$ cat src/rtl/dma_pkg.sv
// Shared definitions for the MM2S DMA engine: completion codes, FSM states
// and the AXI 4 KiB burst boundary.
package dma_pkg;

    localparam logic [3:0] DMA_OK           = 4'h0;
    localparam logic [3:0] DMA_ERR_ZERO_LEN = 4'h1;
    localparam logic [3:0] DMA_ERR_RRESP    = 4'h2;

    localparam int unsigned DMA_4K_BYTES = 4096;

    typedef enum logic [1:0] {
        StIdle,
        StAddr,
        StData,
        StStatus
    } dma_state_e;

endpackage

$ cat src/rtl/axis_skid_buffer.sv
// Two-entry AXI-Stream skid buffer: registered outputs, one-cycle latency,
// full throughput, upstream ready derived from free space.
module axis_skid_buffer #(
    parameter int unsigned WIDTH = 8
) (
    input  logic             i_clk,
    input  logic             i_rstn,
    input  logic             i_valid,
    input  logic [WIDTH-1:0] i_data,
    output logic             o_ready,
    output logic             o_valid,
    output logic [WIDTH-1:0] o_data,
    input  logic             i_ready,
    output logic             o_empty
);

    logic             r_valid;
    logic             r_skid_valid;
    logic [WIDTH-1:0] r_data;
    logic [WIDTH-1:0] r_skid_data;

    assign o_ready = !r_skid_valid;
    assign o_valid = r_valid;
    assign o_data  = r_data;
    assign o_empty = !r_valid && !r_skid_valid;

    always_ff @(posedge i_clk or negedge i_rstn) begin
        if (!i_rstn) begin
            r_valid      <= 1'b0;
            r_skid_valid <= 1'b0;
            r_data       <= '0;
            r_skid_data  <= '0;
        end else if (!r_skid_valid) begin
            if (!r_valid || i_ready) begin
                r_valid <= i_valid;
                r_data  <= i_data;
            end else if (i_valid) begin
                // Output stalled: park the incoming beat in the skid slot.
                r_skid_valid <= 1'b1;
                r_skid_data  <= i_data;
            end
        end else if (i_ready) begin
            r_data       <= r_skid_data;
            r_skid_valid <= 1'b0;
        end
    end

endmodule

$ cat src/rtl/dma_mm2s_engine.sv
// Memory-mapped to AXI-Stream DMA read engine: one descriptor at a time, 4 KiB-safe bursts.
// Define DMA_MM2S_AXIS_SKID_EN to register the AXIS outputs through a skid buffer.
module dma_mm2s_engine #(
    parameter int unsigned AXI_ADDR_WIDTH  = 32,
    parameter int unsigned AXI_DATA_WIDTH  = 32,
    parameter int unsigned AXI_LEN_WIDTH   = 32,
    parameter int unsigned AXIS_USER_WIDTH = 65,
    parameter int unsigned MAX_BURST_LEN   = 16
) (
    input  logic                                    clk,
    input  logic                                    rstn,
    input  logic [AXI_ADDR_WIDTH+AXI_LEN_WIDTH-1:0] desc,
    input  logic [AXIS_USER_WIDTH-1:0]              user,
    input  logic                                    desc_valid,
    output logic                                    desc_ready,
    output logic [3:0]                              status_error,
    output logic                                    status_valid,
    output logic [AXI_ADDR_WIDTH-1:0]               m_axi_araddr,
    output logic [7:0]                              m_axi_arlen,
    output logic                                    m_axi_arvalid,
    input  logic                                    m_axi_arready,
    input  logic [AXI_DATA_WIDTH-1:0]               m_axi_rdata,
    input  logic [1:0]                              m_axi_rresp,
    input  logic                                    m_axi_rlast,
    input  logic                                    m_axi_rvalid,
    output logic                                    m_axi_rready,
    output logic [AXI_DATA_WIDTH-1:0]               m_axis_tdata,
    output logic [AXI_DATA_WIDTH/8-1:0]             m_axis_tkeep,
    output logic [AXIS_USER_WIDTH-1:0]              m_axis_tuser,
    output logic                                    m_axis_tlast,
    output logic                                    m_axis_tvalid,
    input  logic                                    m_axis_tready
);
    import dma_pkg::*;

    localparam int unsigned BYTES = AXI_DATA_WIDTH / 8;
    localparam int unsigned OFFS  = $clog2(BYTES);
    localparam int unsigned TW    = OFFS + 1;

    dma_state_e                 r_state, w_state_nxt;
    logic                       r_ready_en;
    logic [AXI_ADDR_WIDTH-1:0]  r_addr;
    logic [AXI_LEN_WIDTH-1:0]   r_beats_rem;
    logic [8:0]                 r_burst_rem;
    logic [TW-1:0]              r_tail;
    logic [AXIS_USER_WIDTH-1:0] r_user;
    logic [3:0]                 r_err;

    logic [AXI_ADDR_WIDTH-1:0]  w_desc_addr;
    logic [AXI_LEN_WIDTH-1:0]   w_desc_bytes;
    logic [TW-1:0]              w_tail;
    logic [AXI_LEN_WIDTH-1:0]   w_beats;
    logic [AXI_LEN_WIDTH-1:0]   w_beats_after;
    logic [12:0]                w_to_4k;
    logic [12:0]                w_burst;
    logic [BYTES-1:0]           w_keep_last;
    logic [BYTES-1:0]           w_tkeep;
    logic                       w_accept;
    logic                       w_rhs;
    logic                       w_in_beat;
    logic                       w_tlast;
    logic                       w_out_idle;
    logic                       w_unused_rlast;

    // Burst boundaries come from the local beat counter, so rlast is not needed.
    assign w_unused_rlast = m_axi_rlast;

    assign w_desc_addr  = desc[AXI_ADDR_WIDTH-1:0];
    assign w_desc_bytes = desc[AXI_ADDR_WIDTH +: AXI_LEN_WIDTH];
    assign w_tail       = TW'(w_desc_bytes & AXI_LEN_WIDTH'(BYTES - 1));
    assign w_beats      = (w_desc_bytes >> OFFS) + AXI_LEN_WIDTH'(w_tail != '0);

    assign w_accept      = desc_valid && desc_ready;
    assign w_rhs         = m_axi_rvalid && m_axi_rready;
    assign w_in_beat     = (r_state == StData) && (r_burst_rem != '0);
    assign w_beats_after = r_beats_rem - AXI_LEN_WIDTH'(w_rhs);
    assign w_to_4k       = (13'(DMA_4K_BYTES) - {1'b0, r_addr[11:0]}) >> OFFS;

    always_comb begin
        w_burst = w_to_4k;
        if (13'(MAX_BURST_LEN) < w_burst) w_burst = 13'(MAX_BURST_LEN);
        if (r_beats_rem < AXI_LEN_WIDTH'(w_burst)) w_burst = 13'(r_beats_rem);
    end

    always_comb begin
        w_keep_last = '0;
        for (int i = 0; i < BYTES; i++) begin
            w_keep_last[i] = (r_tail == '0) || (TW'(i) < r_tail);
        end
    end

    assign w_tlast = w_in_beat && (r_beats_rem == AXI_LEN_WIDTH'(1));
    assign w_tkeep = w_tlast ? w_keep_last : '1;

    assign desc_ready    = (r_state == StIdle) && r_ready_en;
    assign status_valid  = (r_state == StStatus);
    assign status_error  = (r_state == StStatus) ? r_err : '0;
    assign m_axi_arvalid = (r_state == StAddr);
    assign m_axi_araddr  = (r_state == StAddr) ? r_addr : '0;
    assign m_axi_arlen   = (r_state == StAddr) ? 8'(w_burst - 13'd1) : '0;

`ifdef DMA_MM2S_AXIS_SKID_EN
    localparam int unsigned PW = AXI_DATA_WIDTH + BYTES + AXIS_USER_WIDTH + 1;

    logic [PW-1:0] w_skid_in;
    logic [PW-1:0] w_skid_out;
    logic          w_skid_ready;
    logic          w_skid_empty;

    assign w_skid_in = {w_tlast, w_tkeep, r_user, m_axi_rdata};

    axis_skid_buffer #(
        .WIDTH(PW)
    ) u_skid (
        .i_clk  (clk),
        .i_rstn (rstn),
        .i_valid(w_in_beat && m_axi_rvalid),
        .i_data (w_skid_in),
        .o_ready(w_skid_ready),
        .o_valid(m_axis_tvalid),
        .o_data (w_skid_out),
        .i_ready(m_axis_tready),
        .o_empty(w_skid_empty)
    );

    assign {m_axis_tlast, m_axis_tkeep, m_axis_tuser, m_axis_tdata} = w_skid_out;
    assign m_axi_rready = w_in_beat && w_skid_ready;
    assign w_out_idle   = w_skid_empty;
`else
    assign m_axi_rready  = w_in_beat && m_axis_tready;
    assign m_axis_tvalid = w_in_beat && m_axi_rvalid;
    assign m_axis_tdata  = w_in_beat ? m_axi_rdata : '0;
    assign m_axis_tkeep  = w_in_beat ? w_tkeep : '0;
    assign m_axis_tuser  = w_in_beat ? r_user : '0;
    assign m_axis_tlast  = w_tlast;
    assign w_out_idle    = 1'b1;
`endif

    always_comb begin
        w_state_nxt = r_state;
        unique case (r_state)
            StIdle: begin
                if (w_accept) w_state_nxt = (w_desc_bytes == '0) ? StStatus : StAddr;
            end
            StAddr: begin
                if (m_axi_arready) w_state_nxt = StData;
            end
            StData: begin
                // Burst finished: next burst, or wait for the output path to drain.
                if ((r_burst_rem == '0) || (w_rhs && (r_burst_rem == 9'd1))) begin
                    if (w_beats_after != '0) w_state_nxt = StAddr;
                    else if (w_out_idle)     w_state_nxt = StStatus;
                end
            end
            StStatus: w_state_nxt = StIdle;
            default:  w_state_nxt = StIdle;
        endcase
    end

    always_ff @(posedge clk or negedge rstn) begin
        if (!rstn) r_state <= StIdle;
        else       r_state <= w_state_nxt;
    end

    always_ff @(posedge clk or negedge rstn) begin
        if (!rstn) begin
            r_ready_en  <= 1'b0;
            r_addr      <= '0;
            r_beats_rem <= '0;
            r_burst_rem <= '0;
            r_tail      <= '0;
            r_user      <= '0;
            r_err       <= DMA_OK;
        end else begin
            r_ready_en <= 1'b1;
            if (w_accept) begin
                r_addr      <= w_desc_addr & ~AXI_ADDR_WIDTH'(BYTES - 1);
                r_beats_rem <= w_beats;
                r_burst_rem <= '0;
                r_tail      <= w_tail;
                r_user      <= user;
                r_err       <= (w_desc_bytes == '0) ? DMA_ERR_ZERO_LEN : DMA_OK;
            end
            if ((r_state == StAddr) && m_axi_arready) begin
                r_burst_rem <= 9'(w_burst);
                r_addr      <= r_addr + (AXI_ADDR_WIDTH'(w_burst) << OFFS);
            end
            if (w_rhs) begin
                r_beats_rem <= r_beats_rem - AXI_LEN_WIDTH'(1);
                r_burst_rem <= r_burst_rem - 9'd1;
                if (m_axi_rresp != 2'b00) r_err <= DMA_ERR_RRESP;
            end
        end
    end

endmodule

$ cat config.mk
export PLATFORM = sky130hd
export DESIGN_NAME = dma_mm2s_engine
export DESIGN_NICKNAME = d
export VERILOG_FILES = /design/src/rtl/dma_pkg.sv /design/src/rtl/axis_skid_buffer.sv /design/src/rtl/dma_mm2s_engine.sv
export SDC_FILE = /design/constraint.sdc
export NUM_CORES = 1
export LEC_CHECK = 0
export BUFFER_PORTS_ARGS = -buffer_cell sky130_fd_sc_hd__buf_2
export CORE_ASPECT_RATIO = 0.7
export CORE_MARGIN = 2
export CORE_UTILIZATION = 53
export CTS_BUF_LIST = sky130_fd_sc_hd__clkbuf_4 sky130_fd_sc_hd__clkbuf_8
export DETAILED_ROUTE_END_ITERATION = 10
export GPL_TIMING_DRIVEN = 0
export PLACE_DENSITY = 0.84
export SYNTH_ARGS = -nofsm -noshare
export SYNTH_HDL_FRONTEND = slang
export SYNTH_HIERARCHICAL = 1
export SYNTH_SLANG_ARGS = --single-unit
$ cat constraint.sdc
create_clock -name clk -period 6.1 [get_ports clk]
set_clock_uncertainty 0.15 [all_clocks]
set_input_delay 0.305 -clock clk [delete_from_list [all_inputs] [get_ports clk]]
set_output_delay 0.305 -clock clk [all_outputs]
set_load 0.005 [all_outputs]
==> flow_summary.yaml, run 1 <==
placement:
  place_hpwl_mm: 24.5
  place_congestion: 0.954
  dp_cells: 1766
  dp_slack_ps: 38.7
  numPortBuffers: 315
final_layout:
  fin_nets: 1852
  drive_gt1_frac: 0.249
  area_delta_synth_final_pct: 34.3
  fin_util: 0.727
  layout.cells.non_filler: 1898
  fillers: 1418
  multiInputGateArea_sq_mm: 0.00584
  seqCellArea_sq_mm: 0.00363
cts:
  cts_root_buffer: "clkbuf_8"
  clock_latency_ps: 470
  cts_max_level: 4
  numCtsBuffers: 17
  cts_tree: "built"
  clkTransAtPathRegs_ps: 110
  cts_sinks: 145
  cts_buffer_depth: 2
timing:
  final-max-slew-violation-count: 0
  setup_violations: 0
  hold_ws_ps: 21.0
  final.setup.worst_slack_ps: 274
  maxSlewHeadroom: 0.411
  worst_pin_slew_ps: 884
  period_share: 0.955
  hold_viol: 0
  layout_min_cycle_time_ps: 5830
  max_freq_mhz: 172
  setup_tns_ps: 0
synthesis:
  synth-edff-count: 0
  synth_area_leaders: "dfrtp_1 37%, nand2_1 11%, and2_1 9.0%"
  yosys_warnings: 6
  async_flop_share: 1.00
  synth_area_leader_cell: "dfrtp_1"
  synth_top_area_share: 0.371
  synth_area_sq_mm: 0.00977
  synth.avg_cell_area_sq_um: 8.11
  synth_flop_cell: "dfrtp_1"
  synth.distinct_cells: 86
  syn-instance-count: 1205
  ys_seq_elements: 145
  seq_area_frac_synth: 0.371
power:
  leakagePower_nw: 6.56
  power_density_mw_per_mm2: 354
  ir_drop_mv: 0.181
routing:
  wl_mm: 34.4
  m1WireLength_mm: 13.9
  post_drt_wl_per_cell_um: 18.1
  met3_length_mm: 3.93
  vias: 10900
  vias_per_cell: 5.75
  drc_errors: 0
  wl_met2_mm: 15.3
  highest_layer: "met4"
  drtPass1Iterations: 6
  ant_nets: 0
  drtIter0Drc: 1168
floorplan:
  rows: 41
  start_util: 0.541
  coreArea_sq_mm: 0.0181
  num_io_pins: 321
  die_area_sq_mm: 0.0196
  die_width_um: 166
  die_h_um: 118
flow_run:
  drv_cap: 0
global_routing:
  grt_pass1_vias: 10500
  globalRouteOverflowTotal: 0
  grt_max_degree: 76
  grt_pass1_wl_mm: 54.1
  grt_usage: 0.346
  antenna_found_initial: 2
outcome:
  outcome: "finished, final reports clean"
worst_setup_path:
  reg2reg_to: "r_addr[14]"
  worstSetupEndpointType: "flip-flop"
  required_ps: 6320
  r2r_start: "r_addr[3]"
  endpoint: "r_addr[14]"
  cp_max_fo: 10
  critPathKind: "flip-flop to flip-flop"
  critPathLaunch: "r_addr[3]"
  r2r_slack_ps: 270
  arrival_ps: 6050
  start_kind: "flip-flop"
  rr_worst_depth: 25
hold_path:
  min_path_type: "input pin to flip-flop"
## cell type report
class / instances / area share
clock buffers: 19 / 0.0199
repair buffers: 414 / 0.196
diodes: 2 / 0.000381
inverters: 34 / 0.00973
multi-input cells: 975 / 0.445
well taps: 236 / 0.0225
flip-flops and latches: 145 / 0.277
plain buffers: 60 / 0.0190
clock inverters: 13 / 0.0106
## placed cells by master (no fill, tap or decap), types with 5 or more instances in the layout
cell,count
a211oi_1,8
a21boi_0,5
a21oi_1,27
a221o_1,5
a22oi_1,7
a311oi_1,8
and2_1,140
and3_1,18
and4_1,6
buf_1,7
buf_2,321
buf_4,8
clkbuf_1,43
clkbuf_8,19
conb_1,11
dfrtp_1,143
dlygate4sd3_1,92
ha_1,34
inv_1,32
nand2_1,292
nand2b_1,7
nand3_1,35
nand4_1,15
nor2_1,74
nor2b_1,5
nor3_1,30
nor4_1,12
o211ai_1,12
o21ai_0,35
o21ai_1,8
o221ai_1,5
o22ai_1,7
o311ai_0,6
or2_2,5
or3_1,9
xnor2_1,35
xor2_1,22
## synthesized netlist by cell type (all sizes together) (9+ instances only)
| master | count |
|---|---|
| nor4 | 17 |
| nand2 | 294 |
| dfrtp | 145 |
| clkbuf | 43 |
| o21ai | 43 |
| and2 | 140 |
| a21oi | 28 |
| a211oi | 10 |
| inv | 34 |
| buf | 17 |
| nand4 | 17 |
| o211ai | 13 |
| xnor2 | 35 |
| xor2 | 22 |
| and3 | 18 |
| nor2 | 75 |
| nor3 | 33 |
| or3 | 9 |
| ha | 34 |
| nand3 | 36 |
## per-layer routing
| layer | track usage | vias up |
|---|---|---|
| met5 | 0 | - |
| met3 | 0.0874 | 115 |
| met1 | 0.468 | 5092 |
| met4 | 0.134 | 0 |
| met2 | 0.538 | 697 |
| li1 | - | 5012 |
## repair_timing
action                     4_1_cts  5_1_grt
hold buffers                    92        0
pin swaps                        0        3
buffers inserted                 0        6
gates resized for setup          2       10
setup endpoints to repair        5       19
hold endpoints to repair       161        0
## cell families after synthesis
logic type,Yosys count,share of synthesized area
DFF,145,0.371
buffers and inverters,94,0.0386
AOI/OAI and AO/OA,181,0.133
adders and majority gates,35,0.0456
other,2,0.000769
xor gates and xnor gates,57,0.0511
and+or+nand+nor,682,0.350
muxes,9,0.00986
## state kept, by name, indices dropped and copies added (netlist names)
signal	count
r_tail	2
r_err	4
r_burst_rem	9
r_ready_en	1
r_beats_rem	32
r_addr	30
r_state	2
r_user	65
## critical path: stages, from the launching register on
cell,delay (ps)
dfrtp_2,480
inv_1,190
ha_1,320
nor4b_1,280
a22oi_1,140
a22oi_2,270
and2_1,190
inv_1,50
ha_1,300
a21oi_1,180
nor3_1,70
nor3_1,220
and4_1,290
buf_2,250
nor2_1,80
a21oi_2,240
buf_4,170
fa_1,210
nor2b_1,60
o21ai_1,200
a21boi_2,80
buf_4,170
o211a_1,310
o31a_1,320
or3_1,300
a31o_1,220
## metrics by stage
step / power, mW / cell area (sq um)
5_1_grt: 4.95 / 13100
3_5_place_dp: 3.70 / 11700
4_1_cts: 4.54 / 13000
2_1_floorplan: 2.98 / 9800
6_report: 4.64 / 13100
3_3_place_gp: 3.61 / 11700
## how the worst min path moves through the flow
stage / slack [ps] / start / end / cells after the start
6_report: 20 / desc[10] / r_addr[10] / 5
5_1_grt: 20 / desc[5] / r_addr[5] / 3
4_1_cts: 8 / desc[10] / r_addr[10] / 5
3_5_place_dp: 230 / rstn / r_addr[21] / 1
3_3_place_gp: 300 / r_user[18] / r_user[18] / 2
2_1_floorplan: -140 / rstn / r_addr[10] / 0
## power breakdown
group	switching [mW]	internal (mW)	leakage [nW]
sequential	0.416	1.38	1.79
clock	0.432	0.359	0.196
combinational	1.19	0.867	4.58
total	2.04	2.60	6.56
(Power assumes the default switching activity.)
==> run 2: changes to the inputs <==
--- a/config.mk
+++ b/config.mk
@@ -13,6 +13,7 @@
 export DETAILED_ROUTE_END_ITERATION = 10
 export GPL_TIMING_DRIVEN = 0
 export PLACE_DENSITY = 0.84
+export REMOVE_ABC_BUFFERS = 1
 export SYNTH_ARGS = -nofsm -noshare
 export SYNTH_HDL_FRONTEND = slang
 export SYNTH_HIERARCHICAL = 1
==> flow_summary.yaml, run 2 (same netlist as run 1, synthesis figures left out) <==
worst_setup_path:
  required_ps: 6310
  reg2reg_to: "r_addr[14]"
  start_kind: "flip-flop"
  worstSetupEndpointType: "flip-flop"
  arrival_ps: 6020
  r2r_slack_ps: 290
  cp_max_fo: 6
  rr_worst_depth: 23
  critPathKind: "flip-flop to flip-flop"
  r2r_start: "r_addr[3]"
placement:
  numPortBuffers: 315
  place_congestion: 0.943
  dp_cells: 1709
  place_hpwl_mm: 21.9
cts:
  clkTransAtPathRegs_ps: 90
  cts_buffer_depth: 2
  cts_max_level: 4
  numCtsBuffers: 17
  clock_latency_ps: 460
  cts_sinks: 145
  cts_root_buffer: "clkbuf_8"
  cts_tree: "built"
final_layout:
  fin_util: 0.720
  fin_nets: 1795
  largest_reg_flops: 65
  largest_registers: "r_user: 65 flops, r_beats_rem: 32 flops, r_addr: 30 flops"
  layout.cells.non_filler: 1841
  largest_register: "r_user"
  final_common_cell: "buf_2"
  final_cell_mix: "314 x buf_2, 292 x nand2_1, 144 x dfrtp_1"
  area_delta_synth_final_pct: 33.1
  drive_gt1_frac: 0.250
routing:
  drtIter0Drc: 1173
  wl_mm: 32.8
  drtPass1Iterations: 6
  ant_nets: 0
  vias: 10700
  post_drt_wl_per_cell_um: 17.8
  drc_errors: 0
  vias_per_cell: 5.81
global_routing:
  grt_pass1_wl_mm: 52.6
  grt_max_degree: 87
  grt_usage: 0.331
  grt_pass1_vias: 10200
  globalRouteOverflowTotal: 0
  antenna_found_initial: 2
flow_run:
  drv_cap: 0
timing:
  setup_tns_ps: 0
  setup_violations: 0
  hold_ws_ps: 33.0
  maxSlewHeadroom: 0.304
  final-max-slew-violation-count: 0
  period_share: 0.953
  layout_min_cycle_time_ps: 5810
  worst_pin_slew_ps: 1040
  hold_viol: 0
  max_freq_mhz: 172
power:
  power_density_mw_per_mm2: 357
  ir_drop_mv: 0.211
  leakagePower_nw: 6.52
floorplan:
  coreArea_sq_mm: 0.0181
  die_width_um: 166
  die_h_um: 118
  num_io_pins: 321
  die_area_sq_mm: 0.0196
  start_util: 0.541
  rows: 41
outcome:
  outcome: "finished, final reports clean"
hold_path:
  min_path_type: "input pin to flip-flop"
  min_from: "desc[30]"
  min_to: "r_addr[30]"
  hold_path_depth: 3
[run 2: changes by cell type in the layout (fill, tap and decap cells not counted), moves of 2 or more]
cell and delta:
buf_16 +2, dlygate4sd3_1 +3, inv_8 -2, clkinvlp_4 -3
buf_4 -5, bufinv_16 +3, buf_2 -7, clkbuf_1 -43
buf_1 -7
[run 2: stage by stage]
stage | cell area [sq um] | setup WS, ps | total power, mW
3_5_place_dp | 11600 | 106 | 3.63
3_3_place_gp | 11400 | -476 | 3.54
6_report | 13000 | 289 | 4.65
4_1_cts | 13000 | 97.2 | 4.56
2_1_floorplan | 9550 | 1020 | 2.94
5_1_grt | 13000 | -56.3 | 4.96
[run 2: worst max-delay path by stage]
stage                          start        endpoint  slack, ps  cells past startpoint
after detailed placement   r_addr[2]      r_addr[19]        110                     23
final                      r_addr[3]      r_addr[14]        290                     23
after CTS                  r_addr[2]      r_addr[19]        100                     23
after floorplan            r_addr[2]      r_addr[18]       1020                     24
after global placement    r_state[0]  r_burst_rem[4]       -480                      6
after global routing       r_addr[3]      r_addr[17]        -60                     22
[run 2: layout make-up]
class	count	area [sq um]
Antenna cell	2	5.00
Clock buffer	19	255
Clock inverter	13	198
Fill cell	1328	5050
Inverter	34	128
Multi-Input combinational cell	975	5840
Sequential cell	145	3630
Tap cell	236	295
Timing Repair Buffer	417	2660
[run 2: timing repair]
item                       4_1_cts  5_1_grt
buffers inserted                 0        3
hold endpoints to repair       152        0
resized for setup                0        6
hold buffers                    95        0
setup endpoints to repair        0       18
[run 2: report_power, final]
group,leakage [nW],switching [mW],total [mW],internal (mW)
Sequential,1.79,0.472,1.85,1.38
Clock,0.231,0.411,0.882,0.471
Combinational,4.50,1.08,1.92,0.841
Total,6.52,1.96,4.65,2.69
[run 2: routing by layer]
metal  up-vias  routed length [um]  track usage
met3       124                2980       0.0683
met2       624               15100        0.534
met5         -                   0            0
met1      5060               13400        0.437
met4         0                1210        0.136
li1       4896                   -            -
[run 2: critical path, cell delays in order, from the launching register on]
cell and delay [ps]:
dfrtp_1 440, inv_1 140, ha_1 360, nor4b_1 310, a22oi_1 150, a22oi_2 320, and2_1 190, inv_1 50
ha_1 300, a21oi_1 160, nor3_1 70, nor3_1 210, nand4_1 250, buf_4 230, mux2_2 280, inv_1 50
ha_1 330, nor2b_1 160, o21ai_1 220, a21boi_2 140, o211a_1 330, o31a_1 330, or3_1 310, a31o_1 220
